<file path="src/rtl/i2c_target_regbridge.sv">
// I2C target (7-bit address) bridging bus transactions to a parallel register-file port.
// Bus is oversampled on clk; SCL is never driven.
module i2c_target_regbridge #(
   parameter logic [6:0]  SLAVE_ADDR  = 7'h50,
   parameter int unsigned SYNC_STAGES = 2
) (
   input  logic       clk,
   input  logic       reset,
   input  logic       scl_in,
   input  logic       sda_in,
   output logic       sda_oe,
   output logic       reg_wr_en,
   output logic [7:0] reg_wr_addr,
   output logic [7:0] reg_wr_data,
   output logic [7:0] reg_rd_addr,
   input  logic [7:0] reg_rd_data,
   output logic       busy
);

   typedef enum logic [3:0] {
      StIdle, StAddr, StAddrAck, StPtr, StPtrAck,
      StWdata, StWdataAck, StRdata, StRdataAck, StIgnore
   } state_e;

   state_e state_q, state_d;
   logic [SYNC_STAGES-1:0] scl_sync_q, scl_sync_d, sda_sync_q, sda_sync_d;
   logic scl_prev_q, scl_prev_d, sda_prev_q, sda_prev_d;
   logic [3:0] cnt_q, cnt_d;
   logic [7:0] shift_q, shift_d, tx_q, tx_d, ptr_q, ptr_d;
   logic [7:0] wr_addr_q, wr_addr_d, wr_data_q, wr_data_d;
   logic mack_q, mack_d, sda_oe_q, sda_oe_d, busy_q, busy_d, wr_en_q, wr_en_d;
   logic scl_s, sda_s, scl_rise, scl_fall, start_det, stop_det, rx_bit, byte_done;

   assign scl_s     = scl_sync_q[SYNC_STAGES-1];
   assign sda_s     = sda_sync_q[SYNC_STAGES-1];
   assign scl_rise  = scl_s & ~scl_prev_q;
   assign scl_fall  = ~scl_s & scl_prev_q;
   assign start_det = scl_s & scl_prev_q & sda_prev_q & ~sda_s;
   assign stop_det  = scl_s & scl_prev_q & ~sda_prev_q & sda_s;
   assign rx_bit    = scl_rise && (cnt_q != 4'd8) && (state_q inside {StAddr, StPtr, StWdata});
   assign byte_done = scl_fall && (cnt_q == 4'd8);

   always_ff @(posedge clk) begin
      if (reset) begin
         state_q    <= StIdle;
         scl_sync_q <= '1;
         sda_sync_q <= '1;
         scl_prev_q <= 1'b1;
         sda_prev_q <= 1'b1;
         cnt_q      <= '0;
         shift_q    <= '0;
         tx_q       <= '0;
         ptr_q      <= '0;
         mack_q     <= 1'b0;
         sda_oe_q   <= 1'b0;
         busy_q     <= 1'b0;
         wr_en_q    <= 1'b0;
         wr_addr_q  <= '0;
         wr_data_q  <= '0;
      end else begin
         state_q    <= state_d;
         scl_sync_q <= scl_sync_d;
         sda_sync_q <= sda_sync_d;
         scl_prev_q <= scl_prev_d;
         sda_prev_q <= sda_prev_d;
         cnt_q      <= cnt_d;
         shift_q    <= shift_d;
         tx_q       <= tx_d;
         ptr_q      <= ptr_d;
         mack_q     <= mack_d;
         sda_oe_q   <= sda_oe_d;
         busy_q     <= busy_d;
         wr_en_q    <= wr_en_d;
         wr_addr_q  <= wr_addr_d;
         wr_data_q  <= wr_data_d;
      end
   end

   always_comb begin
      scl_sync_d = {scl_sync_q[SYNC_STAGES-2:0], scl_in};
      sda_sync_d = {sda_sync_q[SYNC_STAGES-2:0], sda_in};
      scl_prev_d = scl_s;
      sda_prev_d = sda_s;
      state_d    = state_q;
      cnt_d      = cnt_q;
      shift_d    = shift_q;
      tx_d       = tx_q;
      ptr_d      = ptr_q;
      mack_d     = mack_q;
      sda_oe_d   = sda_oe_q;
      busy_d     = busy_q;
      wr_en_d    = 1'b0;
      wr_addr_d  = wr_addr_q;
      wr_data_d  = wr_data_q;
      if (stop_det) begin
         state_d  = StIdle;
         sda_oe_d = 1'b0;
         busy_d   = 1'b0;
      end else if (start_det) begin
         // Repeated START keeps the pointer so a write-pointer-then-read works.
         state_d  = StAddr;
         cnt_d    = '0;
         sda_oe_d = 1'b0;
         busy_d   = 1'b0;
      end else begin
         if (rx_bit) begin
            shift_d = {shift_q[6:0], sda_s};
            cnt_d   = cnt_q + 4'd1;
         end
         case (state_q)
            StAddr: if (byte_done) begin
               if (shift_q[7:1] == SLAVE_ADDR && shift_q[7:1] != 7'd0) begin
                  sda_oe_d = 1'b1;
                  busy_d   = 1'b1;
                  state_d  = StAddrAck;
               end else begin
                  state_d = StIgnore;
               end
            end
            StAddrAck: if (scl_fall) begin
               sda_oe_d = 1'b0;
               cnt_d    = '0;
               if (shift_q[0]) begin
                  tx_d     = reg_rd_data;
                  sda_oe_d = ~reg_rd_data[7];
                  state_d  = StRdata;
               end else begin
                  state_d = StPtr;
               end
            end
            StPtr: if (byte_done) begin
               ptr_d    = shift_q;
               sda_oe_d = 1'b1;
               state_d  = StPtrAck;
            end
            StPtrAck: if (scl_fall) begin
               sda_oe_d = 1'b0;
               cnt_d    = '0;
               state_d  = StWdata;
            end
            StWdata: if (byte_done) begin
               sda_oe_d  = 1'b1;
               wr_en_d   = 1'b1;
               wr_addr_d = ptr_q;
               wr_data_d = shift_q;
               state_d   = StWdataAck;
            end
            StWdataAck: if (scl_fall) begin
               sda_oe_d = 1'b0;
               ptr_d    = ptr_q + 8'd1;
               cnt_d    = '0;
               state_d  = StWdata;
            end
            StRdata: if (scl_fall) begin
               if (cnt_q == 4'd7) begin
                  sda_oe_d = 1'b0;
                  state_d  = StRdataAck;
               end else begin
                  tx_d     = {tx_q[6:0], 1'b0};
                  sda_oe_d = ~tx_q[6];
                  cnt_d    = cnt_q + 4'd1;
               end
            end
            StRdataAck: begin
               if (scl_rise) begin
                  mack_d = sda_s;
                  ptr_d  = ptr_q + 8'd1;
               end else if (scl_fall) begin
                  if (!mack_q) begin
                     tx_d     = reg_rd_data;
                     sda_oe_d = ~reg_rd_data[7];
                     cnt_d    = '0;
                     state_d  = StRdata;
                  end else begin
                     busy_d  = 1'b0;
                     state_d = StIgnore;
                  end
               end
            end
            StIgnore: sda_oe_d = 1'b0;
            default: ;
         endcase
      end
   end

   always_comb begin
      sda_oe      = sda_oe_q;
      busy        = busy_q;
      reg_wr_en   = wr_en_q;
      reg_wr_addr = wr_addr_q;
      reg_wr_data = wr_data_q;
      reg_rd_addr = ptr_q;
   end

endmodule

</file>
<file path="config.mk">
export PLATFORM = sky130hd
export DESIGN_NAME = i2c_target_regbridge
export DESIGN_NICKNAME = d
export VERILOG_FILES = /design/src/rtl/i2c_target_regbridge.sv
export SDC_FILE = /design/constraint.sdc
export NUM_CORES = 1
export LEC_CHECK = 0
export CORE_UTILIZATION = 38
export CTS_CLUSTER_DIAMETER = 100
export CTS_CLUSTER_SIZE = 10
export DETAILED_ROUTE_END_ITERATION = 8
export PLACE_DENSITY = 0.6
export SLEW_MARGIN = 30
export SYNTH_ARGS = -nofsm -noshare
export SYNTH_HDL_FRONTEND = slang
export SYNTH_SLANG_ARGS = --single-unit
</file>
<file path="constraint.sdc">
create_clock -name clk -period 3.9 [get_ports clk]
set_input_delay 0.78 -clock clk [delete_from_list [all_inputs] [get_ports clk]]
set_output_delay 0.78 -clock clk [all_outputs]
set_load 0.01 [all_outputs]
</file>
==> summary.md <==
| Metric | Value |
|---|---|
| DP Wirelength | 4593 um |
| Die W | 88.91 um |
| CP Class | register to register |
| Via count | 2588 |
| CTS tree | done |
| Final setup violation count | 0 |
| Top cell type's share of synthesized area | 39.76% |
| Critical path required time | 4.16 ns |
| Async S/R FF share, synth | 0% |
| Crit. End Element | register |
| Initial antenna violation count | 0 |
| Routability cong. | 0.9369 |
| Nets | 399 |
| Slew headroom | 50.91% |
| Status | completed |
| # DRC | 0 |
| Num CTS Buffers | 9 |
| CTS resizes | 0 |
| Post-Syn Instances | 356 |
| Core area | 7292 um^2 |
| CTS sink cnt | 57 |
| Slew Viols, Final | 0 |
| Die H | 88.91 um |
| Worst Hold Class | register to register |
| First-pass DRT Iterations | 4 |
| Avg Synthesized Cell Area | 8.063 um^2 |
| Fin Clk Skew | 0.008644 ns |
| Row cnt | 31 |
| Total power | 1.314 mW |
| Ys Warns | 0 |
| Syn-to-layout area delta | 22.45% |
| Top cells by count, synth | 57 x dfxtp_1, 55 x nand2_1, 38 x a21oi_1 |
| DRT met1 WL | 3414 um |
| Vias in the first global route | 2244 |
| CP arrival | 2.88 ns |
| Post-CTS Setup Bufs | 0 |
| Die area | 7905 um^2 |
| Final Critical Period | 2.627 ns |
| # diodes | 0 |
| Max clock buf depth | 2 |
| Vias per cell | 5.303 |
| Max frequency | 0.3807 GHz |
| Port Buffer Count | 38 |
| Root buffer cell | clkbuf_8 |
| Met2 WL | 2794 um |
| Fin crit share | 67.36% |
| EDFF count, synth | 0 |
| Hold buffer count at CTS | 0 |
| # IOs | 39 |
| Mapped Area | 2870 um^2 |
| Crit-path max FO | 22 |
| Yosys reg bits | 57 |
| # Max-Cap Violations | 0 |
| Actual slew at the worst max-slew pin | 0.7261 ns |
| Pre-CTS setup slack | 1.364 ns |
| Dominant cell type by area after synthesis | dfxtp_1 |
| Synth top area cells | dfxtp_1 40%, mux2i_1 7.3%, nand2_1 7.2% |
| H-tree depth | 3 |
| Register area share after synthesis | 39.76% |
| DR iter-0 viols | 289 |
| Final ANT Viol Nets | 0 |
| Largest net degree at the start of global routing | 50 |
| Avg WL per Cell | 13.82 um |
| Pleak | 1.267 nW |
| Maximum vdd drop | 0.2981 mV |
| Yosys cell types | 52 |
| Ratio of cells with drive above 1 in the final layout | 9.512% |
| Critical path launch point type | register |
| Register area | 1141 um^2 |
| RSZ-0062 raised after global routing | false |
| Final Hold Viols | 0 |
| Reg clk slew, reported paths | 0.07 ns |
| Global-route wire length before repair | 10930 um |
| Starting Density | 39.36% |
| Number of fillers in the final layout | 743 |
| Final setup TNS | 0 ns |
| Overall Global Routing Usage | 18.23% |
| GRT overflow | 0 |
| Max Used Layer | met4 |
| Most frequent cell after synthesis | dfxtp_1 |
| Final worst slack | 1.273 ns |
| Wire length on met3 | 418 um |
| WL final | 6746 um |
| Syn_nets | 371 |
| Post-synth top flop | dfxtp_1 |
| Multi-input logic area | 1613 um^2 |
| Cell Pwr Density | 374.0 nW/um^2 |
| Worst-Skew Late Latency | 0.34 ns |
[logic make-up (layout without fill, tap and decap cells)]
kind of cell / count (synthesis) / after routing / synth area share (%)
buffers and inverters: 27 / 60 / 4.054
AO/OA/AOI/OAI: 95 / 95 / 21.66
AND/OR/NAND/NOR: 150 / 150 / 24.89
flip-flops: 57 / 57 / 39.76
adder cells (fa/ha/maj): 3 / 3 / 1.308
multiplexers: 22 / 22 / 7.716
XOR/XNOR: 2 / 2 / 0.6104
[critical path, stage by stage (launching register included)]
cell	delay (ns)
dfxtp_1	0.73
nor4b_2	0.45
a21oi_1	0.07
o31a_1	0.12
a2111o_1	0.56
or3b_1	0.43
a31oi_1	0.17
[report_power, final]
| group | total [mW] | internal, mW | leakage (nW) | switching (mW) |
|---|---|---|---|---|
| Sequential | 0.604 | 0.590 | 0.460 | 0.0146 |
| Combinational | 0.0804 | 0.0361 | 0.698 | 0.0443 |
| Clock | 0.630 | 0.378 | 0.109 | 0.252 |
[metrics by stage]
stage	instances	hold WS, ns	util (%)	area [um^2]
2_1_floorplan	356	0.3895	-	2870
3_3_place_gp	472	0.3935	45.09	3288
3_5_place_dp	472	0.3975	45.09	3288
4_1_cts	488	0.4134	48.20	3515
5_1_grt	488	0.4211	48.20	3515
6_report	488	0.4143	48.20	3515
[metal layers]
layer / GRT usage (%) / up-vias
met5: 0 / -
met3: 4.709 / 12
met2: 24.83 / 94
li1: - / 1327
met1: 26.71 / 1155
met4: 8.211 / 0
[state kept, by name, summed over array words and instances, names as in the netlist]
name         count
reg_rd_addr      8
reg_wr_addr      8
reg_wr_data      8
shift_q          8
tx_q             7
cnt_q            4
state_q          4
scl_sync_q       2
sda_sync_q       2
busy             1
mack_q           1
reg_wr_en        1
scl_prev_q       1
sda_oe           1
sda_prev_q       1
[cell type report]
class	instances	area share (%)
multi-input combinational	272	45.89
sequential	57	32.47
timing repair buffer	40	11.25
clock buffer	10	3.916
tap	99	3.524
clock inverter	6	2.528
inverter	4	0.4272
[worst paths after layout]
kind	startpoint	end	slack [ns]	cells past startpoint
setup reg to reg	state_q[3]	reg_rd_addr[0]	1.27	6
hold reg to reg	sda_sync_q[0]	sda_sync_q[1]	0.41	1
setup / recovery	state_q[3]	reg_rd_addr[0]	1.27	6
hold / removal	sda_sync_q[0]	sda_sync_q[1]	0.41	1
[layout by cell type (no fill, tap or decap), drive strengths merged, types with 4 or more instances in the layout]
cell | netlist | final
a211oi | 6 | 6
a21oi | 39 | 39
a31oi | 4 | 4
clkbuf | 15 | 10
clkdlybuf4s50 | 0 | 38
dfxtp | 57 | 57
inv | 4 | 5
mux2i | 21 | 21
nand2 | 56 | 56
nand2b | 13 | 13
nand3 | 9 | 9
nor2 | 36 | 36
nor3 | 8 | 8
o211ai | 5 | 5
o21ai | 11 | 11
o22ai | 4 | 4
o32ai | 5 | 5
or2 | 10 | 10
Note: power is estimated with default switching activity, not from simulation.
